**src/rtl/riscv_fetch_stage.sv**
```systemverilog
// Instruction fetch stage: owns the PC, issues word-aligned fetches under a
// credit limit, buffers returned instructions in order and hands them to
// decode. A redirect flushes the buffer and discards all stale responses.
module riscv_fetch_stage #(
  parameter int unsigned           ADDR_WIDTH   = 32,
  parameter int unsigned           XLEN         = 32,
  parameter logic [ADDR_WIDTH-1:0] RESET_VECTOR = '0,
  parameter int unsigned           FIFO_DEPTH   = 4
) (
  input  logic                  clk_i,
  input  logic                  rst_i,
  input  logic                  fetch_en_i,
  input  logic                  redirect_valid_i,
  input  logic [ADDR_WIDTH-1:0] redirect_pc_i,
  output logic                  imem_req_valid_o,
  input  logic                  imem_req_ready_i,
  output logic [ADDR_WIDTH-1:0] imem_req_addr_o,
  input  logic                  imem_rsp_valid_i,
  input  logic [XLEN-1:0]       imem_rsp_data_i,
  input  logic                  imem_rsp_error_i,
  output logic                  if_valid_o,
  input  logic                  if_ready_i,
  output logic [XLEN-1:0]       if_instr_o,
  output logic [ADDR_WIDTH-1:0] if_pc_o,
  output logic                  if_fault_o
);

  localparam int unsigned PW = $clog2(FIFO_DEPTH);
  localparam int unsigned CW = PW + 1;
  localparam logic [CW:0] CAP = (CW+1)'(FIFO_DEPTH);

  typedef enum logic {S_IDLE, S_RUN} state_t;

  state_t                state;
  logic [ADDR_WIDTH-1:0] pc;
  logic [CW-1:0]         out_cnt;
  logic [CW-1:0]         drop_cnt;
  logic [CW-1:0]         fifo_cnt;

  logic [ADDR_WIDTH-1:0] pcq [FIFO_DEPTH];
  logic [PW-1:0]         pcq_wr;
  logic [PW-1:0]         pcq_rd;

  logic [XLEN-1:0]       buf_instr [FIFO_DEPTH];
  logic [ADDR_WIDTH-1:0] buf_pc    [FIFO_DEPTH];
  logic                  buf_fault [FIFO_DEPTH];
  logic [PW-1:0]         buf_wr;
  logic [PW-1:0]         buf_rd;

  logic                  req_fire;
  logic                  rsp_keep;
  logic                  if_fire;
  logic                  rsp_drop;

  // Credit check uses registered counts only, so valid cannot fall while a
  // request is waiting for ready (the sum never grows without a handshake).
  assign imem_req_valid_o = (state == S_RUN)
                         && (({1'b0, out_cnt} + {1'b0, fifo_cnt}) < CAP)
                         && !redirect_valid_i;
  assign imem_req_addr_o  = pc;
  assign req_fire         = imem_req_valid_o && imem_req_ready_i;
  assign rsp_drop         = imem_rsp_valid_i && (drop_cnt != '0);
  assign rsp_keep         = imem_rsp_valid_i && (drop_cnt == '0) && !redirect_valid_i;

  assign if_valid_o = (fifo_cnt != '0);
  assign if_fire    = if_valid_o && if_ready_i && !redirect_valid_i;
  assign if_instr_o = if_valid_o ? buf_instr[buf_rd] : '0;
  assign if_pc_o    = if_valid_o ? buf_pc[buf_rd]    : '0;
  assign if_fault_o = if_valid_o ? buf_fault[buf_rd] : 1'b0;

  // Run/idle control: leave RUN only once no request is left hanging.
  always_ff @(posedge clk_i or posedge rst_i) begin
    if (rst_i) begin
      state <= S_IDLE;
    end else begin
      case (state)
        S_IDLE: if (fetch_en_i) state <= S_RUN;
        S_RUN:  if (!fetch_en_i && (!imem_req_valid_o || imem_req_ready_i)) state <= S_IDLE;
        default: state <= S_IDLE;
      endcase
    end
  end

  // PC, credit counters and queue pointers.
  always_ff @(posedge clk_i or posedge rst_i) begin
    if (rst_i) begin
      pc       <= RESET_VECTOR;
      out_cnt  <= '0;
      drop_cnt <= '0;
      fifo_cnt <= '0;
      pcq_wr   <= '0;
      pcq_rd   <= '0;
      buf_wr   <= '0;
      buf_rd   <= '0;
    end else begin
      out_cnt <= out_cnt + CW'(req_fire) - CW'(imem_rsp_valid_i);
      if (req_fire)         pcq_wr <= pcq_wr + PW'(1);
      if (imem_rsp_valid_i) pcq_rd <= pcq_rd + PW'(1);

      if (redirect_valid_i) begin
        pc       <= redirect_pc_i & ~(ADDR_WIDTH'(3));
        // Everything still outstanding after this cycle belongs to the old path.
        drop_cnt <= out_cnt - CW'(imem_rsp_valid_i);
        fifo_cnt <= '0;
        buf_wr   <= '0;
        buf_rd   <= '0;
      end else begin
        if (req_fire) pc <= pc + ADDR_WIDTH'(4);
        if (rsp_drop) drop_cnt <= drop_cnt - CW'(1);
        fifo_cnt <= fifo_cnt + CW'(rsp_keep) - CW'(if_fire);
        if (rsp_keep) buf_wr <= buf_wr + PW'(1);
        if (if_fire)  buf_rd <= buf_rd + PW'(1);
      end
    end
  end

  // Storage for request PCs and buffered instructions.
  always_ff @(posedge clk_i) begin
    if (req_fire) pcq[pcq_wr] <= pc;
    if (rsp_keep) begin
      buf_instr[buf_wr] <= imem_rsp_data_i;
      buf_pc[buf_wr]    <= pcq[pcq_rd];
      buf_fault[buf_wr] <= imem_rsp_error_i;
    end
  end

endmodule
```
**config.mk**
```make
export PLATFORM = sky130hd
export DESIGN_NAME = riscv_fetch_stage
export DESIGN_NICKNAME = d
export VERILOG_FILES = /design/src/rtl/riscv_fetch_stage.sv
export SDC_FILE = /design/constraint.sdc
export NUM_CORES = 1
export LEC_CHECK = 0
export CAP_MARGIN = 25
export CORE_ASPECT_RATIO = 0.5
export CORE_UTILIZATION = 57
export DETAILED_ROUTE_END_ITERATION = 10
export PLACE_DENSITY = 0.8
export SYNTH_ARGS = -nofsm -noshare
export SYNTH_HDL_FRONTEND = slang
export SYNTH_SLANG_ARGS = --single-unit
export TNS_END_PERCENT = 30
```
**constraint.sdc**
```tcl
create_clock -name clk_i -period 4 [get_ports clk_i]
set_input_delay 0.6 -clock clk_i [delete_from_list [all_inputs] [get_ports clk_i]]
set_output_delay 0.6 -clock clk_i [all_outputs]
set_load 0.01 [all_outputs]
```
After elaboration in Yosys (flattened, before gate mapping)
Memories as Yosys holds them, arrays and structs flattened.
Index checks and enable logic that the tools add are counted.
W data, S select, Z words.

operators by class
  $add $sub $neg = 12
  reduce and logical (&&, ||, !) cells = 20
  magnitude comparators = 1
  muxes and demuxes = 19
  bitwise gates (word level) = 1

operators with widths
  cell                     number
  $mux W32                 4
  $add A32 B3 Y32 const B  1
  $logic_and A1 B1 Y1      9
  $mux W3                  3
  $sub A3 B1 Y3            3
  $add A2 B1 Y2 const B    4
  $mux W2                  4
  $reduce_bool A2 Y1       4
  $mux W1                  7
  $add A3 B1 Y3            2
  $reduce_bool A3 Y1       2
  $add A3 B3 Y4            1
  $lt A4 B3 Y1 const B     1
  $logic_not A1 Y1         3
  $logic_not A3 Y1         1
  $sub A3 B1 Y3 const B    1
  $pmux W1 S2              1
  $logic_or A1 B1 Y1       1
  $not A1 Y1               1

word-level totals
  logic and storage cells = 66
  input port bits = 72
  register bits = 50
  output and inout port bits = 99
  RAM bits = 388
  memories = 4

memories
  name       depth  bits a word  rd ports  clocked after Yosys merged registers in  wr ports  RTL line  source
  buf_instr  4      32           1         0                                        1         44        logic [XLEN-1:0] buf_instr [FIFO_DEPTH];
  buf_pc     4      32           1         0                                        1         45        logic [ADDR_WIDTH-1:0] buf_pc [FIFO_DEPTH];
  pcq        4      32           1         0                                        1         40        logic [ADDR_WIDTH-1:0] pcq [FIFO_DEPTH];
  buf_fault  4      1            1         0                                        1         46        logic buf_fault [FIFO_DEPTH];

Logic depth before layout (Yosys ltp)
Gate-level depths: netlist of the first run.

  depth in word-level cells = 9
  depth in mapped cells = 12
  mapped depth without buffers = 12

Least setup slack after synthesis of the first run
OpenSTA, ideal clock, no wires.

  path type = input-to-reg
  start point = in redirect_valid_i
  end point = mem buf_fault[0], enable pin
  cell stages on the path = 3
  setup time = 428 ps
  arrival time = 2465 ps
  slack = 1107 ps
  path through = buf_2 > nor2_1 > and2_1

between the ends
  longest elaborated chain between the ends = 4

RTL lines
  what                           RTL line  source
  start, declared                13        input logic redirect_valid_i,
  $logic_not A1 Y1               63        assign rsp_keep = imem_rsp_valid_i && (drop_cnt == '0) && !redirect_valid_i;
  $logic_and A1 B1 Y1            63
  $mux W1                        120       if (rsp_keep) begin
  $mux W1 (not written as such)  123       buf_fault[buf_wr] <= imem_rsp_error_i;
  end, declared                  46

No other way between the ends.

Worst setup path after layout of the first run
  start point = reg fifo_cnt[1]
  end point = out if_instr_o[17]

between the ends
  longest elaborated chain between the ends = 2

RTL lines
  what                    RTL line  source
  start, declared         38        logic [CW-1:0] fifo_cnt;
  start signal, assigned  110       fifo_cnt <= fifo_cnt + CW'(rsp_keep) - CW'(if_fire);
  $reduce_bool A3 Y1      65        assign if_valid_o = (fifo_cnt != '0);
  $mux W32                67        assign if_instr_o = if_valid_o ? buf_instr[buf_rd] : '0;
  end, declared           23        output logic [XLEN-1:0] if_instr_o,

No other way between the ends.

==> results of run 1 <==
-- worst max path at each step --
stage               cells after the start                endpoint
detailed placement                     11   fifo_cnt[2]$_DFF_PP0_
global route                            4           if_instr_o[6]
global placement                       11   fifo_cnt[2]$_DFF_PP0_
floorplan                               3  buf_fault[0]$_DFFE_PP_
CTS                                     4           if_instr_o[2]
finish                                  4          if_instr_o[17]
-- critical path, stage by stage (launching register included) --
cell             delay [ns]
dfrtp_1                0.44
or3_2                  0.92
buf_4                  0.39
and2_1                 0.17
clkdlybuf4s50_1        0.47
-- area by class of cell --
type                       instances  area [µm²]
tap                              382       478.0
multi-input combinational        390        4076
sequential                       420       12380
clock inverter                    21       190.2
timing repair buffer             185        1924
clock buffer                      43       979.7
inverter                          22       82.58
fill                            1743        8135
-- metrics by stage --
step	utilization	setup slack, ns	instances
final	0.7120	0.4497	1463
after global routing	0.7120	0.3401	1463
after CTS	0.7120	0.4366	1463
after detailed placement	0.6706	0.9465	1399
after global placement	0.6699	0.9579	1398
after floorplan	-	1.107	876
-- cell usage in the layout (no fill, tap or decap), types with 11 or more instances in the layout --
cell type	count
and2_1	67
nand3_1	25
nor2_1	20
inv_1	20
clkdlybuf4s50_1	164
buf_4	11
nand2_1	42
o211ai_1	13
dfrtp_1	44
mux4_2	93
ha_1	19
clkbuf_16	38
edfxtp_1	372
o21ai_0	15
-- flip-flops by register name (all words and copies together) (netlist names) --
| register | cells |
|---|---|
| drop_cnt | 3 |
| buf_instr | 128 |
| buf_pc | 120 |
| fifo_cnt | 3 |
| buf_rd | 2 |
| pcq | 120 |
| out_cnt | 3 |
| pcq_wr | 2 |
| pcq_rd | 2 |
| buf_wr | 2 |
| imem_req_addr_o | 30 |
| buf_fault | 4 |
| state | 1 |
-- power breakdown --
part | total [mW] | switching, mW | internal (mW) | leakage (nW)
clock | 3.47 | 1.52 | 1.95 | 0.570
combinational | 3.31 | 1.53 | 1.78 | 2.13
sequential | 5.64 | 0.375 | 5.26 | 3.94
total | 12.4 | 3.43 | 8.99 | 6.64
-- cells by family (layout without fill, tap and decap cells) --
logic type / count (synthesis) / after routing
other: 1 / 4
AND/OR/NAND/NOR: 196 / 196
XOR/XNOR: 18 / 18
AO/OA/AOI/OAI: 53 / 53
adder cells (fa/ha/maj): 21 / 21
buffers and inverters: 66 / 271
multiplexers: 98 / 98
flip-flops: 420 / 420
-- per-layer routing --
layer / wire, µm / global-route usage
met5: 0 / 0
met4: 577 / 0.05742
met3: 1937 / 0.03820
met2: 17960 / 0.4109
met1: 14020 / 0.3120
==> flow_summary.json, run 1 <==
{
  "drc": 0,
  "tns_ns": 0,
  "cap_violations": 0,
  "ctsHoldBuffers": 0,
  "yosys_warnings": 0,
  "cts_buffers": 36,
  "cts_tree": "built",
  "end_kind": "primary output",
  "finalWirelength_um": 34490,
  "fin_crit_ns": 3.550,
  "drtAntennaViolNets": 0,
  "wire_per_inst_um": 23.57,
  "grt_pass1_wl_um": 52080,
  "grt_pass1_vias": 9131,
  "fin_hold_ws_ns": 0.3075,
  "antenna_found_initial": 0,
  "slew_violations": 0,
  "synth_top_cell_by_area": "edfxtp_1",
  "status": "finished, final reports clean",
  "post_cts_resized": 0,
  "clk_path_buf_depth": 3,
  "crit_type": "flip-flop to primary output",
  "total_power_mw": 12.42,
  "synthXorXnorAreaFrac": 0.009435,
  "holdCritPathClass": "input port to async pin",
  "cts_sinks": 420,
  "slew_headroom": 0.3303,
  "syn_avg_cell_area_um2": 19.14,
  "reg2reg_depth": 10,
  "grt_max_degree": 54,
  "synth_mux_area_frac": 0.1285,
  "crit_path_max_fanout": 47,
  "syn_inst": 873,
  "p_per_area_nw_per_um2": 617.5,
  "worstMarginPinSlew_ns": 1.005,
  "hold_viol": 0,
  "r2r_start": "fifo_cnt[1]$_DFF_PP0_",
  "yosys.area_share.simple": 0.06597,
  "finalCritPeriodShare": 0.8876,
  "synth_enable_flop_cells": 372,
  "ys_ff_latch": 420,
  "ys_top_cells_by_area": "edfxtp_1, mux4_2, dfrtp_1",
  "start_util": 0.5916,
  "clk_pin_slew_worst_paths_ns": 0.07,
  "yosysMostFrequentCell": "edfxtp_1",
  "synth_compound_area_frac": 0.02186,
  "rsz0062_at_grt": "no",
  "io_buffers": 164,
  "rrSetupSlack_ns": 1.01,
  "mappedNetlistArea_um2": 16710,
  "h-tree-depth": 2,
  "drive_gt1_frac": 0.1767,
  "yosysSeqAreaShare": 0.7404,
  "first_iter_violations": 714,
  "cp-start-kind": "flip-flop",
  "fin_area_um2": 20110,
  "synth-main-ff-cell": "edfxtp_1",
  "syn_to_final_growth_pct": 20.35,
  "die-height_um": 123.1,
  "required_ns": 3.40,
  "drt-pass1-iter-count": 5,
  "clock_latency_ns": 0.53,
  "reg2reg_to": "fifo_cnt[2]$_DFF_PP0_",
  "synth_top_family_by_area": "multiplexers",
  "hpwl_um": 20730,
  "place_congestion": 0.8229,
  "die_area_um2": 30050,
  "synthAdderAreaFrac": 0.01662,
  "yosysTopAreaCellShare": 0.6685,
  "ir_drop_mv": 0.3737,
  "setup_viol": 0,
  "crit_arrival_ns": 2.95,
  "vias": 8818,
  "postPlaceCellArea_um2": 18940,
  "diodes": 0,
  "ios": 171,
  "power_leakage_nw": 6.642,
  "fmax_ghz": 0.2817,
  "synth-async-reset-ratio": 0.1143,
  "vias_per_cell": 6.027,
  "synth.distinct_cells": 48,
  "grt_usage": 0.2341,
  "die_x_um": 244.1,
  "nets": 1148,
  "cts_setup_buffers": 0,
  "ys_top_cells_by_count": "edfxtp_1, mux4_2, and2_1, dfrtp_1, nand2_1",
  "root_buffer": "clkbuf_16",
  "coreArea_um2": 28250,
  "crit_path_start": "fifo_cnt[1]$_DFF_PP0_",
  "skew_ns": 0.01692,
  "placementRows": 43,
  "grt.overflow.total": 0
}
(Power assumes the default switching activity.)
==> run 2: changes to the inputs <==
- TNS_END_PERCENT: 30 -> 1
==> results of run 2 <==
Final layout, timing and power as in run 1 (identical DEF).
